--- src/rtl/shift_pkg.sv ---
// Shared op encodings, FSM states and default sizes for the shift arbiter.
package shift_pkg;

    localparam int DEF_WIDTH = 16;
    localparam int DEF_AMT_W = 4;

    localparam logic [1:0] OP_SLL = 2'b00;
    localparam logic [1:0] OP_SRA = 2'b01;
    localparam logic [1:0] OP_ROR = 2'b10;

    typedef enum logic [1:0] {
        ST_IDLE = 2'd0,
        ST_EXEC = 2'd1,
        ST_RESP = 2'd2
    } state_t;

endpackage

--- src/rtl/shift_core.sv ---
// Combinational log-stage barrel shifter (SLL/SRA/ROR) with zero flag.
// Zero latency, no flow control; op 2'b11 behaves as ROR.
module shift_core
    import shift_pkg::*;
#(
    parameter int WIDTH = DEF_WIDTH,
    parameter int AMT_W = DEF_AMT_W
) (
    input  logic [WIDTH-1:0] i_data,
    input  logic [AMT_W-1:0] i_amt,
    input  logic [1:0]       i_op,
    output logic [WIDTH-1:0] o_data,
    output logic             o_z
);

    logic [WIDTH-1:0] w_stage [AMT_W+1];

    assign w_stage[0] = i_data;

    // Stage k shifts by 2^k when amount bit k is set.
    for (genvar k = 0; k < AMT_W; k++) begin : g_stage
        localparam int SH = 1 << k;
        logic [WIDTH-1:0] w_shifted;

        always_comb begin
            case (i_op)
                OP_SLL:  w_shifted = w_stage[k] << SH;
                OP_SRA:  w_shifted = $unsigned($signed(w_stage[k]) >>> SH);
                default: w_shifted = (w_stage[k] >> SH) | (w_stage[k] << (WIDTH - SH));
            endcase
        end

        assign w_stage[k+1] = i_amt[k] ? w_shifted : w_stage[k];
    end

    assign o_data = w_stage[AMT_W];
    assign o_z    = (w_stage[AMT_W] == '0);

endmodule

--- src/rtl/shift_arbiter.sv ---
// Round-robin share of one barrel shifter between two ports; accept->resp_valid 2 cycles, one op in flight.
// Response held until resp_ready; requests stall while busy. SHIFT_ARB_STATS_EN enables grant counters.
module shift_arbiter
    import shift_pkg::*;
#(
    parameter int WIDTH = DEF_WIDTH,
    parameter int AMT_W = DEF_AMT_W,
    parameter int CNT_W = 16
) (
    input  logic             clk,
    input  logic             rst,
    input  logic             req0_valid,
    output logic             req0_ready,
    input  logic [WIDTH-1:0] req0_data,
    input  logic [AMT_W-1:0] req0_amt,
    input  logic [1:0]       req0_op,
    input  logic             req1_valid,
    output logic             req1_ready,
    input  logic [WIDTH-1:0] req1_data,
    input  logic [AMT_W-1:0] req1_amt,
    input  logic [1:0]       req1_op,
    output logic             resp0_valid,
    input  logic             resp0_ready,
    output logic [WIDTH-1:0] resp0_data,
    output logic             resp0_z,
    output logic             resp1_valid,
    input  logic             resp1_ready,
    output logic [WIDTH-1:0] resp1_data,
    output logic             resp1_z,
    output logic [CNT_W-1:0] gnt_cnt0,
    output logic [CNT_W-1:0] gnt_cnt1
);

    state_t           r_state;
    state_t           w_state_nxt;
    logic             r_last_gnt;
    logic             r_id;
    logic [WIDTH-1:0] r_data;
    logic [AMT_W-1:0] r_amt;
    logic [1:0]       r_op;
    logic [WIDTH-1:0] r_res;
    logic             r_z;

    logic             w_any;
    logic             w_gnt_id;
    logic             w_accept;
    logic             w_resp_rdy;
    logic [WIDTH-1:0] w_core_data;
    logic             w_core_z;

    // On a tie the port that did not win last time is granted.
    assign w_any      = req0_valid | req1_valid;
    assign w_gnt_id   = req1_valid & (~req0_valid | ~r_last_gnt);
    assign w_accept   = (r_state == ST_IDLE) & w_any;
    assign w_resp_rdy = r_id ? resp1_ready : resp0_ready;

    always_ff @(posedge clk) begin
        if (rst) begin
            r_state <= ST_IDLE;
        end else begin
            r_state <= w_state_nxt;
        end
    end

    always_comb begin
        w_state_nxt = r_state;
        req0_ready  = 1'b0;
        req1_ready  = 1'b0;
        resp0_valid = 1'b0;
        resp1_valid = 1'b0;
        case (r_state)
            ST_IDLE: begin
                req0_ready = w_any & ~w_gnt_id;
                req1_ready = w_any &  w_gnt_id;
                if (w_any) begin
                    w_state_nxt = ST_EXEC;
                end
            end
            ST_EXEC: begin
                w_state_nxt = ST_RESP;
            end
            ST_RESP: begin
                resp0_valid = ~r_id;
                resp1_valid =  r_id;
                if (w_resp_rdy) begin
                    w_state_nxt = ST_IDLE;
                end
            end
            default: begin
                w_state_nxt = ST_IDLE;
            end
        endcase
    end

    always_ff @(posedge clk) begin
        if (rst) begin
            r_last_gnt <= 1'b1;
            r_id       <= 1'b0;
            r_data     <= '0;
            r_amt      <= '0;
            r_op       <= OP_SLL;
            r_res      <= '0;
            r_z        <= 1'b0;
        end else begin
            if (w_accept) begin
                r_id       <= w_gnt_id;
                r_last_gnt <= w_gnt_id;
                r_data     <= w_gnt_id ? req1_data : req0_data;
                r_amt      <= w_gnt_id ? req1_amt  : req0_amt;
                r_op       <= w_gnt_id ? req1_op   : req0_op;
            end
            if (r_state == ST_EXEC) begin
                r_res <= w_core_data;
                r_z   <= w_core_z;
            end
        end
    end

    shift_core #(
        .WIDTH (WIDTH),
        .AMT_W (AMT_W)
    ) u_core (
        .i_data (r_data),
        .i_amt  (r_amt),
        .i_op   (r_op),
        .o_data (w_core_data),
        .o_z    (w_core_z)
    );

    // Only the owning port's valid is raised, so both ports can share the result register.
    assign resp0_data = r_res;
    assign resp1_data = r_res;
    assign resp0_z    = r_z;
    assign resp1_z    = r_z;

`ifdef SHIFT_ARB_STATS_EN
    logic [CNT_W-1:0] r_cnt0;
    logic [CNT_W-1:0] r_cnt1;

    always_ff @(posedge clk) begin
        if (rst) begin
            r_cnt0 <= '0;
            r_cnt1 <= '0;
        end else begin
            if (w_accept && !w_gnt_id && (r_cnt0 != '1)) begin
                r_cnt0 <= r_cnt0 + CNT_W'(1);
            end
            if (w_accept && w_gnt_id && (r_cnt1 != '1)) begin
                r_cnt1 <= r_cnt1 + CNT_W'(1);
            end
        end
    end

    assign gnt_cnt0 = r_cnt0;
    assign gnt_cnt1 = r_cnt1;
`else
    assign gnt_cnt0 = '0;
    assign gnt_cnt1 = '0;
`endif

endmodule

--- config.mk ---
export PLATFORM = sky130hd
export DESIGN_NAME = shift_arbiter
export DESIGN_NICKNAME = d
export VERILOG_FILES = /design/src/rtl/shift_pkg.sv /design/src/rtl/shift_core.sv /design/src/rtl/shift_arbiter.sv
export SDC_FILE = /design/constraint.sdc
export NUM_CORES = 1
export LEC_CHECK = 0
export CAP_MARGIN = 20
export CORE_MARGIN = 2
export CORE_UTILIZATION = 40
export DETAILED_ROUTE_END_ITERATION = 6
export MAX_ROUTING_LAYER = met4
export PLACE_DENSITY = 0.7
export SLEW_MARGIN = 10
export SYNTH_ARGS = -nofsm -noshare
export SYNTH_HDL_FRONTEND = slang
export SYNTH_SLANG_ARGS = --single-unit
--- constraint.sdc ---
create_clock -name clk -period 5.2 [get_ports clk]
set_input_delay 1.04 -clock clk [delete_from_list [all_inputs] [get_ports clk]]
set_output_delay 1.04 -clock clk [all_outputs]
set_load 0.02 [all_outputs]
== Yosys cells after proc, flatten, opt, wreduce, memory -nomap -nowiden ==
Cells that the tools add are included.
Cells by class
  add/sub/neg operators: 0
  $mul: 0
  div/mod/pow operators: 0
  magnitude comparators: 0
  eq/ne operators: 5
  shift operators: 0
  mux-type cells: 19
  bitwise logic cells: 14
  reductions and logical operators: 4
Operator list (number)
  case mux 16 bit (2 select lines): 4
  2-to-1 mux 16 bit: 5
  zero test 16 bit: 1
  bitwise OR 12 x 16 -> 16 bit: 1
  bitwise OR 14 x 16 -> 16 bit: 1
  bitwise OR 15 x 16 -> 16 bit: 1
  bitwise OR 8 x 16 -> 16 bit: 1
  2-to-1 mux 2 bit: 3
  case mux 2 bit (3 select lines): 1
  2-to-1 mux 1 bit: 5
  bitwise AND 1 bit: 4
  == test 2 x 1 -> 1 bit, second input constant: 2
  zero test 2 bit: 2
  2-to-1 mux 4 bit: 1
  inequality test 2 bit, second input constant: 2
  inverter 1 bit: 4
  == test 2 bit, second input constant: 1
  bitwise OR 1 bit: 2
  AND reduction 2 bit: 1
Word-level totals
  register bits: 43
  latch bits: 0
  bits in writable memories: 0
  memory bits (read-only): 0
  bits of input ports: 50
  output and inout port bits: 70
  logic and storage cells: 50
  memories: 0

== Logic depth before layout (Yosys ltp) ==
Gate-level depths: netlist (run 1).
  depth in word-level cells: 13
  gate-level depth with buffers: 11
  gate-level depth less buffers: 8

== By module ==
Synthesis (run 1) repeated with hierarchy kept, for this count alone.
Second synthesis, totals
  cell total of the unflattened synthesis: 590
  area total of the unflattened synthesis: 4279.1 um2
Modules (own cells, without submodules)
  shift_arbiter: instances 1, cells each 276, area each 2287.2 um2
  shift_core: instances 1, cells each 314, area each 1991.9 um2

== Worst setup path before layout (run 1) ==
OpenSTA, ideal clock, no wires.
  path type: input-to-output
  start: in req1_valid
  end: out req1_ready
  arrival time: 2065 ps
  data required time: 4160 ps
  setup slack: 2095 ps
  stages: 4
  cell sequence: a21boi_0 -> buf_1 -> and2_1 -> clkbuf_1
On the way
  longest elaborated chain between the ends: 3
  elaborated cells between the ends (all ways): 4
  those cells by class: mux (1); bitwise (3)
Ends and longest elaborated chain
  from (decl): RTL line shift_arbiter.sv:17  | input logic req1_valid,
  bitwise OR 1 bit or bitwise AND 1 bit (tied branches): RTL line shift_arbiter.sv:52, shift_arbiter.sv:53
  bitwise AND 1 bit *: RTL line shift_arbiter.sv:74  | req1_ready = w_any & w_gnt_id;
  2-to-1 mux 1 bit *: RTL line shift_arbiter.sv:71  | case (r_state)
  to (decl): RTL line shift_arbiter.sv:18  | output logic req1_ready,
Every way passes the cells marked *; elsewhere a longest branch is shown, timed or not.

== Final worst setup path (run 1) ==
Same ends and word-level chain as after synthesis.

==> flow_summary_export.csv, run 1 <==
group,metric,value,unit
grt,grt_pass1_vias,3700,
clock_network,cts_setup_buffers,0,
yosys,synthTopCellsByArea,"dfxtp_1 (21%), buf_4 (10%), mux2i_1 (7.7%)",
yosys,syn_avg_cell_area,7.68,µm²
cells_and_area,area_growth,16.3,%
sta,finalMaxSlewViolations,0,
clock_network,hold_buffers,0,
worst_setup_path,reg2reg_to,"resp0_z",
worst_setup_path,crit_cells,5,
grt,antenna_found_initial,0,
clock_network,clkSlewWorstSetupHoldPaths,0.08,ns
die,core,0.00977,mm²
routing,via_per_inst,6.00,
yosys,syn_area,0.00403,mm²
worst_setup_path,crit_chain,"clkdlybuf4s50_1 > a21boi_2 > buf_4 > and2_1 > clkdlybuf4s50_1",
worst_setup_path,crit_fanout,17,
grt,grt_pass1_wl,20000,µm
worst_setup_path,startpoint_type,"input pin",
worst_setup_path,crit_family,"buffers and inverters",
worst_setup_path,crit_slowest_cell,"clkdlybuf4s50_1",
placement,postPlaceCellArea,0.00460,mm²
die,num_rows,36,
cells_and_area,layout-drive-gt1-share,8.72,%
clock_network,cts_root_buf,"clkbuf_8",
yosys,synth_cell_types,69,
die,start_util,41.2,%
worst_setup_path,startpoint,"req1_valid",
yosys,yosysTopAreaCellShare,21.4,%
cells_and_area,nFillCells,989,
clock_network,cts_buffer_depth,2,
sta,period_share,77.8,%
routing,route.detailed.wl_per_inst,18.2,µm
sta,rsz0062_at_grt,"no",
yosys,syn_inst,525,
clock_network,cts_tree,"done",
pwr,power.density,285,mW/mm²
worst_setup_path,rr_worst_depth,8,
routing,drt-total-wl,12600,µm
clock_network,numCtsBuffers,5,
sta,max_freq,0.247,GHz
die,die_x,104,µm
worst_setup_path,critPathKind,"in -> out",
worst_setup_path,crit_end,"req1_ready",
routing,drtPass1Iterations,5,
placement,post-dp-hpwl,9640,µm
routing,drc,0,
worst_setup_path,crit_top_cell,"clkdlybuf4s50_1",
run,cap_viol_max_count,0,
cells_and_area,final_nets,611,
clock_network,htreeDepth,2,
die,io_pins,120,
routing,dr.first_iter.drc_count,354,
yosys,yosysSeqAreaShare,21.4,%
cells_and_area,finalInstanceArea,0.00469,mm²
placement,port-buffer-count,87,
routing,vias,4173,
min_path,hp-class,"reg -> reg",
pwr,p_leak,1.59,nW
worst_setup_path,rr_startpoint,"r_op[0]",
worst_setup_path,critPathArrivalTime,3.01,ns
placement,globalplace.congestion,0.959,
cells_and_area,antenna_cells,0,
die,die-area,0.0109,mm²
worst_setup_path,cp-end-kind,"output port",
yosys,synth_edf_count,0,
worst_setup_path,cp.required,4.16,ns
sta,slew_headroom,37.9,%
yosys,yosysMostFrequentCell,"nor2_1",
sta,hold_viol,0,
die,die_h,104,µm
status,status,"finished clean",
pwr,power,1.34,mW
worst_setup_path,critPathMaxStageDelay,0.67,ns
pwr,max-vdd-ir-drop,0.000123,V
sta,skew,0.00930,ns
routing,ant_nets,0,
clock_network,cts-resized-gates,0,
yosys,yosysWarnings,0,
worst_setup_path,rrSetupSlack,1.90,ns
sta,worst_pin_slew,0.932,ns
grt,grtUsageTotal,23.1,%
grt,grt_max_degree,43,
clock_network,clock_latency,0.30,ns
yosys,ys_ff_latch,43,
yosys,yosys.area.top_type,"dfxtp_1",
clock_network,cts_sinks,43,
yosys,synth_flop_cell,"dfxtp_1",
yosys,synthTopCellsByCount,"nor2_1 (68), buf_4 (55), dfxtp_1 (43)",
yosys,async_flop_share,0,%
sta,min_period,4.05,ns
sta,setup-tns-final,0,ns
sta,setup_violations,0,
grt,overflow,0,
worst_setup_path,crit_buf_inv,3,
[through the flow]
step	hold WS [ns]	util, %	worst slack, ns	instances
3_3_place_gp	0.496	47.1	1.20	687
4_1_cts	0.504	48.0	1.14	695
3_5_place_dp	0.483	47.1	1.15	687
5_1_grt	0.550	48.0	1.03	695
2_1_floorplan	0.432	-	2.10	556
6_report	0.502	48.0	1.15	695
[state kept, by name, indices dropped and copies added (netlist names)]
name and cells:
r_amt 4, r_data 16, r_id 1, r_last_gnt 1
r_op 2, r_state 2, resp0_data 16, resp0_z 1
[cells by family after synthesis]
kind of cell	after synthesis	synth area share, %
buffers and inverters	105	16.9
other	1	0.0930
muxes	34	9.37
AOI/OAI and AO/OA	175	31.3
and+or+nand+nor	167	21.0
DFF	43	21.4
[power breakdown]
group	internal (mW)	switching [mW]	leakage, nW
clock	0.0941	0.121	0.0412
sequential	0.367	0.0821	0.355
combinational	0.274	0.399	1.20
total	0.735	0.603	1.59
[worst min path at each step]
stage | startpoint | cells after the start | end
after floorplan | r_last_gnt | 2 | r_last_gnt
after global placement | r_last_gnt | 2 | r_last_gnt
after detailed placement | r_last_gnt | 2 | r_last_gnt
after CTS | r_last_gnt | 2 | r_last_gnt
after global routing | r_last_gnt | 2 | r_last_gnt
final | r_last_gnt | 2 | r_last_gnt
[metal layers]
metal / wire length, µm / share of wire [%] / GRT usage (%) / vias to the layer above
met5: 0 / 0 / - / -
met3: 958 / 7.6 / 3.32 / 40
met2: 5750 / 45 / 35.2 / 226
met4: 405 / 3.2 / 9.56 / 0
met1: 5530 / 44 / 30.7 / 1953
li1: - / - / - / 1954
[cells in the final DEF, fill, tap and decap left out, drive strengths merged, types with 6 or more instances in the layout]
master	Yosys	final
a211oi	33	33
a222oi	7	7
inv	6	6
a31oi	17	17
buf	77	9
o22ai	7	7
a21oi	37	37
nand2b	7	7
conb	1	32
nor3	14	14
nand3	10	10
or3b	11	11
nor2	69	69
mux2i	31	31
clkbuf	21	6
nand2	30	30
o21ai	28	28
clkdlybuf4s50	0	87
dfxtp	43	43
a311oi	14	14
[area by class of cell]
class / instances / area, µm² / share of cell area [%]
Inverter: 7 / 26.3 / 0.560
Sequential cell: 43 / 862 / 18.4
Clock inverter: 2 / 12.5 / 0.267
Timing Repair Buffer: 96 / 938 / 20.0
Tap cell: 133 / 166 / 3.55
Multi-Input combinational cell: 408 / 2610 / 55.7
Clock buffer: 6 / 72.6 / 1.55
[worst register-to-register path: stages (launching register included)]
cell	delay [ns]
dfxtp_1	0.81
or2_1	0.69
a31oi_1	0.24
a211oi_4	0.42
o22ai_1	0.16
a211oi_1	0.40
nand3_1	0.14
nor4_1	0.25
a32o_1	0.15
Note: power is estimated with default switching activity, not from simulation.
==> inputs of run 2 (changes only) <==
clock period = 3.9 ns   (was 5.2 ns; I/O delays follow)
==> run 2 against run 1 <==
Against the previous run:
- total power increased by 33%
- combinational power rose by 34%
- worst setup slack worse by 0.49 ns
- hold slack better by 0.0099 ns
- flip-flop and latch count unchanged
==> flow_summary_export.csv, run 2 (synthesized netlist as in run 1, its figures left out) <==
group,metric,value,unit
clock_network,hold_buffers,0,
die,die-area,0.0109,mm²
routing,route.detailed.wl_per_inst,18.0,µm
clock_network,clkSlewWorstSetupHoldPaths,0.08,ns
clock_network,cts_setup_buffers,0,
clock_network,cts_tree,"done",
cells_and_area,nFillCells,974,
routing,dr.first_iter.drc_count,420,
sta,rsz0062_at_grt,"no",
grt,grtUsageTotal,23.1,%
status,status,"finished clean",
placement,port-buffer-count,87,
clock_network,cts_buffer_depth,2,
worst_setup_path,cp.required,3.12,ns
cells_and_area,layout_commonest_cell,"clkdlybuf4s50_1",
cells_and_area,final_cell_mix,"clkdlybuf4s50_1 (87), nor2_1 (68), dfxtp_1 (42)",
pwr,power,1.78,mW
worst_setup_path,rr_startpoint,"r_op[0]",
pwr,power.density,378,mW/mm²
clock_network,cts_root_buf,"clkbuf_8",
clock_network,htreeDepth,2,
worst_setup_path,startpoint_type,"input pin",
worst_setup_path,crit_chain,"clkdlybuf4s50_1 > a21boi_2 > and2_1 > clkdlybuf4s50_1",
clock_network,numCtsBuffers,5,
die,start_util,41.2,%
worst_setup_path,crit_top_cell,"clkdlybuf4s50_1",
placement,post-dp-hpwl,9500,µm
placement,globalplace.congestion,0.965,
sta,worst_pin_slew,0.937,ns
run,cap_viol_max_count,0,
worst_setup_path,rrSetupSlack,0.79,ns
worst_setup_path,critPathMaxStageDelay,0.67,ns
grt,overflow,0,
worst_setup_path,startpoint,"req1_valid",
worst_setup_path,crit_family,"buffers and inverters",
worst_setup_path,crit_fanout,10,
routing,vias,4128,
worst_setup_path,cp-end-kind,"output port",
sta,finalMaxSlewViolations,0,
clock_network,cts-resized-gates,0,
sta,min_period,3.24,ns
sta,setup-tns-final,0,ns
placement,place_inst,691,
routing,drc,0,
sta,hold_viol,0,
worst_setup_path,reg2reg_to,"resp0_z",
routing,via_per_inst,5.91,
placement,postPlaceCellArea,0.00463,mm²
cells_and_area,area_growth,17.0,%
pwr,max-vdd-ir-drop,0.000182,V
clock_network,cts_sinks,43,
die,die_h,104,µm
sta,skew,0.00833,ns
sta,max_freq,0.309,GHz
sta,setup_violations,0,
routing,drt-total-wl,12600,µm
die,io_pins,120,
worst_setup_path,rr_worst_depth,8,
clock_network,clock_latency,0.30,ns
grt,grt_pass1_vias,3859,
worst_setup_path,crit_slowest_cell,"clkdlybuf4s50_1",
routing,ant_nets,0,
sta,hold_slack,0.512,ns
worst_setup_path,critPathKind,"in -> out",
min_path,hp-class,"reg -> reg",
die,die_x,104,µm
die,num_rows,36,
worst_setup_path,crit_cells,4,
grt,grt_pass1_wl,20000,µm
cells_and_area,final_nets,615,
routing,drtPass1Iterations,5,
grt,antenna_found_initial,0,
cells_and_area,final_cells,699,
worst_setup_path,crit_end,"req1_ready",
cells_and_area,antenna_cells,0,
cells_and_area,finalInstanceArea,0.00472,mm²
worst_setup_path,crit_buf_inv,2,
sta,slew_headroom,37.5,%
pwr,p_leak,1.61,nW
grt,grt_max_degree,40,
cells_and_area,layout-drive-gt1-share,9.36,%
sta,period_share,83.0,%
worst_setup_path,critPathArrivalTime,2.46,ns
die,core,0.00977,mm²
==> run 2: changes by cell type in the layout (fill, tap and decap cells not counted), sizes merged <==
cell  before  now
buf        9   13
==> run 2: cell type report <==
class                   count  area, µm²  area share (%)
multi-input cells         408       2610            55.3
repair buffers            100        968            20.5
flip-flops and latches     43        862            18.3
well taps                 133        166            3.53
clock buffers               6       72.6            1.54
inverters                   7       26.3           0.557
clock inverters             2       12.5           0.265
==> run 2: per-stage QoR <==
| step | setup WS (ns) | utilization (%) |
|---|---|---|
| 5_1_grt | 0.552 | 48.3 |
| 4_1_cts | 0.650 | 48.3 |
| 3_5_place_dp | 0.668 | 47.4 |
| 3_3_place_gp | 0.710 | 47.4 |
| 6_report | 0.665 | 48.3 |
| 2_1_floorplan | 1.32 | - |
==> run 2: tightest hold or removal path, cell delays in order (launching register included) <==
cell	delay [ns]
dfxtp_1	0.35
a21oi_1	0.07
nand2_1	0.06
==> run 2: routing by layer <==
metal,global-route usage [%],part of all wire (%)
met5,-,0
met4,9.17,2.7
met1,29.7,43
met2,36.4,46
met3,3.45,8.0
==> run 2: how the worst min path moves through the flow <==
stage | depth (start not counted) | end | startpoint
final | 2 | r_last_gnt | r_last_gnt
after detailed placement | 2 | r_last_gnt | r_last_gnt
after global placement | 2 | r_last_gnt | r_last_gnt
after CTS | 2 | r_last_gnt | r_last_gnt
after global routing | 2 | resp0_data[5] | resp0_data[5]
after floorplan | 2 | r_last_gnt | r_last_gnt
==> run 2: power by group <==
group / internal (mW) / switching [mW]
Sequential: 0.490 / 0.111
Clock: 0.125 / 0.157
Combinational: 0.372 / 0.527
Total: 0.987 / 0.795
